File: src/rtl/pll_clk_monitor_if.sv
// Signal bundle between housekeeping and the PLL clock monitor.
interface pll_clk_monitor_if #(
    parameter int CNT_WIDTH = 12
);
    logic                 ext_clk;
    logic                 enable;
    logic                 ext_clk_sel;
    logic [CNT_WIDTH-1:0] cnt_lo;
    logic [CNT_WIDTH-1:0] cnt_hi;
    logic                 clear_lost;
    logic                 pll_locked;
    logic                 ext_clk_sel_out;
    logic [CNT_WIDTH-1:0] period_count;
    logic                 count_valid;
    logic                 lock_lost;

    modport master (
        output ext_clk, enable, ext_clk_sel, cnt_lo, cnt_hi, clear_lost,
        input  pll_locked, ext_clk_sel_out, period_count, count_valid, lock_lost
    );

    modport slave (
        input  ext_clk, enable, ext_clk_sel, cnt_lo, cnt_hi, clear_lost,
        output pll_locked, ext_clk_sel_out, period_count, count_valid, lock_lost
    );
endinterface

File: src/rtl/pll_clk_monitor.sv
// PLL frequency/lock monitor: counts pll_clk cycles per ext_clk period and
// only releases the clock mux onto the PLL after LOCK_COUNT in-range periods.
module pll_clk_monitor #(
    parameter int CNT_WIDTH  = 12,
    parameter int LOCK_COUNT = 4
) (
    input  logic             pll_clk,
    input  logic             resetb_async,
    pll_clk_monitor_if.slave mon
);

    typedef enum logic [1:0] {
        ST_IDLE    = 2'd0,
        ST_ALIGN   = 2'd1,
        ST_MEASURE = 2'd2,
        ST_LOCKED  = 2'd3
    } state_t;

    localparam logic [CNT_WIDTH-1:0] CNT_MAX  = {CNT_WIDTH{1'b1}};
    localparam logic [CNT_WIDTH-1:0] CNT_ONE  = {{(CNT_WIDTH-1){1'b0}}, 1'b1};
    localparam logic [CNT_WIDTH-1:0] CNT_ZERO = {CNT_WIDTH{1'b0}};
    localparam logic [3:0]           LOCK_CNT = 4'(LOCK_COUNT);

    logic                 ext_s1_r, ext_s2_r, ext_s3_r;
    logic                 sel_s1_r, sel_s2_r;
    logic                 edge_s;
    logic                 in_range_s;
    state_t               state_r, state_next_s;
    logic [CNT_WIDTH-1:0] cnt_r, cnt_next_s;
    logic [CNT_WIDTH-1:0] period_r, period_next_s;
    logic [3:0]           good_r, good_next_s, good_inc_s;
    logic                 valid_r, valid_next_s;
    logic                 lost_r, lost_next_s, lost_set_s;
    logic                 locked_r;
    logic                 sel_out_r;

    assign edge_s     = ext_s2_r & ~ext_s3_r;
    assign in_range_s = (cnt_r >= mon.cnt_lo) && (cnt_r <= mon.cnt_hi);

    // Synchronisers for the asynchronous reference clock and clock select
    always_ff @(posedge pll_clk or negedge resetb_async) begin
        if (!resetb_async) begin
            ext_s1_r <= 1'b0;
            ext_s2_r <= 1'b0;
            ext_s3_r <= 1'b0;
            sel_s1_r <= 1'b0;
            sel_s2_r <= 1'b0;
        end else begin
            ext_s1_r <= mon.ext_clk;
            ext_s2_r <= ext_s1_r;
            ext_s3_r <= ext_s2_r;
            sel_s1_r <= mon.ext_clk_sel;
            sel_s2_r <= sel_s1_r;
        end
    end

    // Next-state, period capture and lock bookkeeping
    always_comb begin
        state_next_s  = state_r;
        cnt_next_s    = cnt_r;
        good_next_s   = good_r;
        period_next_s = period_r;
        valid_next_s  = 1'b0;
        lost_set_s    = 1'b0;
        if (good_r == LOCK_CNT) begin
            good_inc_s = good_r;
        end else begin
            good_inc_s = good_r + 4'd1;
        end

        if (!mon.enable) begin
            state_next_s = ST_IDLE;
            cnt_next_s   = CNT_ZERO;
            good_next_s  = 4'd0;
        end else begin
            case (state_r)
                ST_IDLE: begin
                    state_next_s = ST_ALIGN;
                    cnt_next_s   = CNT_ZERO;
                    good_next_s  = 4'd0;
                end
                ST_ALIGN: begin
                    if (edge_s) begin
                        cnt_next_s   = CNT_ONE;
                        state_next_s = ST_MEASURE;
                    end else begin
                        state_next_s = ST_ALIGN;
                    end
                end
                ST_MEASURE, ST_LOCKED: begin
                    if (edge_s) begin
                        period_next_s = cnt_r;
                        valid_next_s  = 1'b1;
                        cnt_next_s    = CNT_ONE;
                        if (in_range_s) begin
                            good_next_s = good_inc_s;
                            if (good_inc_s == LOCK_CNT) begin
                                state_next_s = ST_LOCKED;
                            end else begin
                                state_next_s = ST_MEASURE;
                            end
                        end else begin
                            good_next_s  = 4'd0;
                            lost_set_s   = (state_r == ST_LOCKED);
                            state_next_s = ST_MEASURE;
                        end
                    end else if (cnt_r == CNT_MAX) begin
                        // Reference stopped (or PLL far too fast): re-align from scratch
                        period_next_s = CNT_MAX;
                        valid_next_s  = 1'b1;
                        good_next_s   = 4'd0;
                        cnt_next_s    = CNT_ZERO;
                        lost_set_s    = (state_r == ST_LOCKED);
                        state_next_s  = ST_ALIGN;
                    end else begin
                        cnt_next_s = cnt_r + CNT_ONE;
                    end
                end
                default: begin
                    state_next_s = ST_IDLE;
                    cnt_next_s   = CNT_ZERO;
                    good_next_s  = 4'd0;
                end
            endcase
        end

        if (lost_set_s) begin
            lost_next_s = 1'b1;
        end else if (mon.clear_lost) begin
            lost_next_s = 1'b0;
        end else begin
            lost_next_s = lost_r;
        end
    end

    // State register and registered outputs
    always_ff @(posedge pll_clk or negedge resetb_async) begin
        if (!resetb_async) begin
            state_r   <= ST_IDLE;
            cnt_r     <= CNT_ZERO;
            good_r    <= 4'd0;
            period_r  <= CNT_ZERO;
            valid_r   <= 1'b0;
            lost_r    <= 1'b0;
            locked_r  <= 1'b0;
            sel_out_r <= 1'b1;
        end else begin
            state_r   <= state_next_s;
            cnt_r     <= cnt_next_s;
            good_r    <= good_next_s;
            period_r  <= period_next_s;
            valid_r   <= valid_next_s;
            lost_r    <= lost_next_s;
            locked_r  <= (state_next_s == ST_LOCKED);
            sel_out_r <= sel_s2_r | ~locked_r;
        end
    end

    assign mon.pll_locked      = locked_r;
    assign mon.ext_clk_sel_out = sel_out_r;
    assign mon.period_count    = period_r;
    assign mon.count_valid     = valid_r;
    assign mon.lock_lost       = lost_r;

endmodule
File: src/flat_wrapper.sv
// flat-port wrapper written by rule: the top's interface ports become plain ports
module pll_clk_monitor_flat 
#(
    parameter int CNT_WIDTH  = 12,
    parameter int LOCK_COUNT = 4
)
  (pll_clk, resetb_async, mon_ext_clk, mon_enable, mon_ext_clk_sel, mon_cnt_lo, mon_cnt_hi, mon_clear_lost, mon_pll_locked, mon_ext_clk_sel_out, mon_period_count, mon_count_valid, mon_lock_lost);
  pll_clk_monitor_if #(.CNT_WIDTH(CNT_WIDTH)) mon_i ();
  input  logic pll_clk;
  input  logic resetb_async;
  input wire logic [$bits(mon_i.ext_clk)-1:0] mon_ext_clk;
  input wire logic [$bits(mon_i.enable)-1:0] mon_enable;
  input wire logic [$bits(mon_i.ext_clk_sel)-1:0] mon_ext_clk_sel;
  input wire logic [$bits(mon_i.cnt_lo)-1:0] mon_cnt_lo;
  input wire logic [$bits(mon_i.cnt_hi)-1:0] mon_cnt_hi;
  input wire logic [$bits(mon_i.clear_lost)-1:0] mon_clear_lost;
  output wire logic [$bits(mon_i.pll_locked)-1:0] mon_pll_locked;
  output wire logic [$bits(mon_i.ext_clk_sel_out)-1:0] mon_ext_clk_sel_out;
  output wire logic [$bits(mon_i.period_count)-1:0] mon_period_count;
  output wire logic [$bits(mon_i.count_valid)-1:0] mon_count_valid;
  output wire logic [$bits(mon_i.lock_lost)-1:0] mon_lock_lost;
  assign mon_i.ext_clk = mon_ext_clk;
  assign mon_i.enable = mon_enable;
  assign mon_i.ext_clk_sel = mon_ext_clk_sel;
  assign mon_i.cnt_lo = mon_cnt_lo;
  assign mon_i.cnt_hi = mon_cnt_hi;
  assign mon_i.clear_lost = mon_clear_lost;
  assign mon_pll_locked = mon_i.pll_locked;
  assign mon_ext_clk_sel_out = mon_i.ext_clk_sel_out;
  assign mon_period_count = mon_i.period_count;
  assign mon_count_valid = mon_i.count_valid;
  assign mon_lock_lost = mon_i.lock_lost;
  pll_clk_monitor #(.CNT_WIDTH(CNT_WIDTH), .LOCK_COUNT(LOCK_COUNT)) u_core (.pll_clk(pll_clk), .resetb_async(resetb_async), .mon(mon_i));
endmodule
File: config.mk
export PLATFORM = sky130hd
export DESIGN_NAME = pll_clk_monitor_flat
export DESIGN_NICKNAME = d
export VERILOG_FILES = /design/src/rtl/pll_clk_monitor_if.sv /design/src/rtl/pll_clk_monitor.sv /design/src/flat_wrapper.sv
export SDC_FILE = /design/constraint.sdc
export NUM_CORES = 1
export LEC_CHECK = 0
export BUFFER_PORTS_ARGS = -buffer_cell sky130_fd_sc_hd__buf_2
export CORE_MARGIN = 2
export CORE_UTILIZATION = 40
export DETAILED_ROUTE_END_ITERATION = 8
export PLACE_DENSITY_LB_ADDON = 0.08
export SETUP_SLACK_MARGIN = 0.02
export SLEW_MARGIN = 20
export SYNTH_ARGS = -nofsm -noshare
export SYNTH_HDL_FRONTEND = slang
export SYNTH_SLANG_ARGS = --single-unit
File: constraint.sdc
create_clock -name pll_clk -period 6.2 [get_ports pll_clk]
set_clock_uncertainty 0.15 [all_clocks]
set_input_delay 0.93 -clock pll_clk [delete_from_list [all_inputs] [get_ports pll_clk]]
set_output_delay 0.93 -clock pll_clk [all_outputs]
set_load 0.02 [all_outputs]
After elaboration in Yosys (flattened, before gate mapping). Index checks and enable logic that the tools add are counted. Widths: inputs -> output; s select.

Logic and storage cells: 69. Bits of input ports: 30. Register bits after elaboration: 39.

Add/sub/neg operators: 2. Equality and inequality tests: 10. Reduce and logical (&&, ||, !) cells: 7. Multiplexer cells: 31. $lt $le $gt $ge: 2. Bitwise operators: 4.

Operators with widths (number): $mux 12 (6); $pmux 12 s3 (1); $mux 4 (5); $mux 1 (13); $add 12x1->12 const B (1); $eq 12x12->1 const B (1); $ge 12x12->1 (1); $le 12x12->1 (1); $eq 4x3->1 const B (2); $mux 2 (4); $pmux 4 s2 (1); $eq 2x2->1 const B (3); $pmux 2 s3 (1); $add 4x1->4 const B (1); $ne 4x2->1 const B (1); $reduce_bool 2->1 (2); $ne 3x1->1 const B (1); $ne 3x2->1 const B (1); $reduce_and 3->1 (1); $eq 2x1->1 const B (1); $logic_not 2->1 (1); $not 1->1 (2); $reduce_and 2->1 (1); $reduce_or 2->1 (1); other kinds (3) (3).

Longest topological paths before layout.
Depth in word-level cells: 9. Mapped depth: 8. Mapped depth without buffers: 8.

Least setup slack after synthesis. OpenSTA, ideal clock, no wires.

Path kind: input -> register. Start: input port mon_cnt_hi[11]. End: register u_core.lost_r (netlist: u_core.mon.lock_lost). Buffers on the path: 0. Data required time: 5.928 ns. Arrival time: 2.352 ns. Slack: 3.577 ns. Stages: 8. Path through: inv_1 ha_1 a21oi_1 o21ai_0 or2b_2 o311ai_4 nand3_1 a32o_1.

Word-level cells in the longest chain between the ends: 7. Elaborated cells on any way between the ends: 8. Classes of those cells: 1 x order compare; 5 x mux; 2 x reduce/logical.

RTL lines: start: declaration (RTL line flat_wrapper.sv:15) `input wire logic [$bits(mon_i.cnt_hi)-1:0] mon_cnt_hi;`; $le 12x12->1 (*) (RTL line pll_clk_monitor.sv:38) `assign in_range_s = (cnt_r >= mon.cnt_lo) && (cnt_r <= mon.cnt_hi);`; $logic_and 1x1->1 (*) (RTL line pll_clk_monitor.sv:38); $mux 1 (*) (RTL line pll_clk_monitor.sv:95) `if (in_range_s) begin`; $mux 1 (*) (RTL line pll_clk_monitor.sv:91) `if (edge_s) begin`; $mux 1 (*) (RTL line pll_clk_monitor.sv:76) `case (state_r)`; $mux 1 (*) (RTL line pll_clk_monitor.sv:71) `if (!mon.enable) begin`; $mux 1 / $reduce_bool 2->1 (equally long branches); end signal: assignment (RTL line pll_clk_monitor.sv:153) `lost_r <= lost_next_s;`; end: declaration (RTL line pll_clk_monitor.sv:33) `logic lost_r, lost_next_s, lost_set_s;`.

Every way passes the cells marked *; elsewhere a longest branch is shown, timed or not. A chain may end at the register's enable or synchronous reset.

Final worst setup path.
Start: input port mon_cnt_lo[2]. End: register u_core.good_r[1].

Word-level cells in the longest chain between the ends: 6.

RTL lines: start: declaration (RTL line flat_wrapper.sv:14) `input wire logic [$bits(mon_i.cnt_lo)-1:0] mon_cnt_lo;`; $ge 12x12->1 (RTL line pll_clk_monitor.sv:38); $logic_and 1x1->1 (RTL line pll_clk_monitor.sv:38); $mux 4 (RTL line pll_clk_monitor.sv:95); $mux 4 (RTL line pll_clk_monitor.sv:91); $pmux 4 s2 (RTL line pll_clk_monitor.sv:76); $mux 4 (RTL line pll_clk_monitor.sv:71); end signal: assignment (RTL line pll_clk_monitor.sv:150) `good_r <= good_next_s;`; end: declaration (RTL line pll_clk_monitor.sv:31) `logic [3:0] good_r, good_next_s, good_inc_s;`.

Every way passes these cells.

==> results.json <==
{
  "ioPinCount": 46,
  "grt_pass1_wl_um": 8780,
  "cp-start-kind": "primary input",
  "die_w_um": 82,
  "reg2reg_depth": 7,
  "finalWorstSetupSlack_ns": 3.53,
  "root_buffer": "clkbuf_8",
  "fp.dieH_um": 82,
  "numCtsBuffers": 5,
  "yosys.area_share.adder_pct": 13.9,
  "synth_top_family_by_area": "simple AND/OR/NAND/NOR gates",
  "totalWireLength_um": 5210,
  "grt_pass1_vias": 1888,
  "grtUsageTotal_pct": 17.3,
  "ys.flop_type": "dfrtp_1",
  "routed_via_density": 5.21,
  "gp_congestion": 0.840,
  "rsz0062_at_grt": "false",
  "fillerInstances": 590,
  "syn-num-nets": 316,
  "r2r-start": "u_core.cnt_r[1]",
  "core-area_um2": 5890,
  "initial_utilization_pct": 41.3,
  "ys_seq_area_share_pct": 40.2,
  "layout_common_cells": "buf_2 (45), dfrtp_1 (38), inv_1 (31)",
  "antenna_found_initial": 0,
  "r2r_end": "u_core.mon.period_count[9]",
  "yosysWarnings": 0,
  "setup_viol": 0,
  "cp-end-kind": "flop",
  "startpoint": "mon_cnt_lo[2]",
  "internal-power_w": 0.000452,
  "multi_input_area_um2": 1280,
  "total_power_w": 0.000623,
  "power.leakage_nw": 1.43,
  "hold_violations": 0,
  "crit_type": "in -> reg",
  "synthXorXnorAreaFrac_pct": 0.720,
  "status": "completed",
  "hold_start": "u_core.sel_s1_r",
  "die_area_um2": 6720,
  "synth-simple-area-share_pct": 19.9,
  "syn-cell-area_um2": 2430,
  "final_nets": 362,
  "async_reset_ff_share_pct": 100,
  "final_area_um2": 2800,
  "dp_slack_ns": 3.23,
  "dr.pass1.iters": 4,
  "synth-compound-area-share_pct": 17.6,
  "postCtsSetupBuffers": 0,
  "setup_tns_ns": 0,
  "vdd_drop_max_mv": 0.157,
  "drcViolationCount": 0,
  "final_core_util_pct": 47.5,
  "cellPowerDensity_nw_per_um2": 223,
  "p_sw_w": 0.000171,
  "power_frac_comb_pct": 19.6,
  "ys_ff_latch": 39,
  "cts-resized-gates": 0,
  "power_switching_share_pct": 27.4,
  "critPathMaxStageDelay_ns": 0.30,
  "mostFrequentLayoutCell": "buf_2",
  "min_to": "u_core.sel_s2_r",
  "cts_buffer_depth": 2,
  "tritoncts": "yes",
  "clkPwrFrac_pct": 33.0,
  "vias": 1986,
  "slowest_stage": "a211oi_1",
  "syn_area_per_cell_um2": 9.40,
  "htree_levels": 2,
  "fin_crit_sh_pct": 43.1,
  "crit_required_ns": 6.23,
  "cp_cell_sequence": "buf_2 > inv_1 > ha_1 > a211oi_1 > o21ai_0 > a211oi_1 > o21ai_1 > and2_1 > a32o_1",
  "power_frac_seq_pct": 47.3,
  "worst_pin_slew_ns": 0.870,
  "synth_top_area_share_pct": 39.1,
  "worstPathArrival_ns": 2.71,
  "clk_latency_ns": 0.30,
  "clk_pin_slew_ns": 0.07,
  "hp-class": "reg -> reg",
  "grt_max_degree": 40,
  "area_growth_pct": 15.0,
  "fmax_ghz": 0.374,
  "grt_overflow_total": 0,
  "first_iter_violations": 140,
  "dp_hpwl_um": 3860,
  "maxSlewViolCount": 0,
  "cts_sinks": 39,
  "dpl_cell_area_um2": 2690,
  "portBuffers": 45,
  "max_slew_margin_pct": 42.0,
  "synth-edff-count": 0,
  "regArea_um2": 977,
  "hold_depth": 0,
  "cpMostUsedCell": "a211oi_1",
  "yosys.area.top_type": "dfrtp_1",
  "synthTopCellsByArea": "dfrtp_1 (39%), ha_1 (14%), inv_1 (4.8%)",
  "postCtsHoldBufs": 0,
  "muxShareOfSynthArea_pct": 0.411,
  "final_antenna_net_count": 0,
  "yosysUniqueCellTypes": 48,
  "path_max_fanout": 7,
  "max_cap_viol_count": 0,
  "reg2reg_slack_ns": 3.65,
  "drive_above_1_share_pct": 22.2,
  "num_antenna_cells": 0,
  "num_rows": 28,
  "syn-instance-count": 259,
  "post-route-min-period_ns": 2.67,
  "wl_per_cell_um": 13.7
}
-- critical path, delay by kind of cell --
kind,cells,cell delay (ns)
simple gates,1,0.23
compound gates,5,1.15
fa+ha+maj,1,0.29
buf+inv,2,0.10
-- routing by layer --
metal  global-route usage (%)  vias up  wire, um
li1                         -     1003         -
met3                     3.63        9       295
met1                     24.4      920      2580
met4                     4.50        0        66
met2                     27.1       54      2260
met5                        0        -         0
-- state kept, by name (all words and copies together) (netlist names) --
name / cells
u_core.mon.count_valid: 1
u_core.sel_s1_r: 1
u_core.mon.ext_clk_sel_out: 1
u_core.ext_s3_r: 1
u_core.cnt_r: 12
u_core.good_r: 4
u_core.mon.period_count: 12
u_core.ext_s1_r: 1
u_core.mon.lock_lost: 1
u_core.sel_s2_r: 1
u_core.mon.pll_locked: 1
u_core.ext_s2_r: 1
u_core.state_r: 2
-- cell usage after synthesis, drive strengths merged (4+ instances only) --
| cell type | count |
|---|---|
| a21oi | 14 |
| dfrtp | 38 |
| ha | 27 |
| inv | 31 |
| nand2 | 21 |
| nand3 | 11 |
| nand4 | 7 |
| nor2 | 25 |
| nor2b | 5 |
| nor3 | 4 |
| o21ai | 22 |
| o22a | 8 |
-- how the worst max path moves through the flow --
stage	end	depth (start not counted)
after detailed placement	u_core.good_r[1]	9
final	u_core.good_r[1]	9
after global placement	u_core.good_r[1]	9
after global routing	u_core.good_r[1]	9
after floorplan	u_core.mon.lock_lost	8
after CTS	u_core.good_r[1]	9
-- power groups by stage --
stage	clock network [W]	logic, W	registers [W]
CTS	0.000212	0.000124	0.000295
finish	0.000206	0.000122	0.000295
global route	0.000221	0.000136	0.000299
floorplan	0	0.0000485	0.000330
global placement	0	0.000122	0.000300
detailed placement	0	0.000123	0.000300
-- metrics by stage --
step / hold slack [ns] / std cells
5_1_grt: 0.206 / 381
6_report: 0.204 / 381
2_1_floorplan: 0.181 / 259
3_5_place_dp: 0.189 / 373
3_3_place_gp: 0.183 / 373
4_1_cts: 0.206 / 381
-- cell families after synthesis --
family | count (synthesis)
and+or+nand+nor | 90
AOI/OAI and AO/OA | 63
DFF | 39
buffers and inverters | 37
adders and majority gates | 27
xor gates and xnor gates | 2
muxes | 1
-- final cells by class --
| type | count | area share, % |
|---|---|---|
| repair buffers | 45 | 8.05 |
| clock buffers | 7 | 2.73 |
| well taps | 75 | 3.35 |
| inverters | 31 | 4.16 |
| multi-input cells | 183 | 45.7 |
| flip-flops and latches | 39 | 34.9 |
| clock inverters | 1 | 1.07 |
Power figures use the tool's default switching activity.
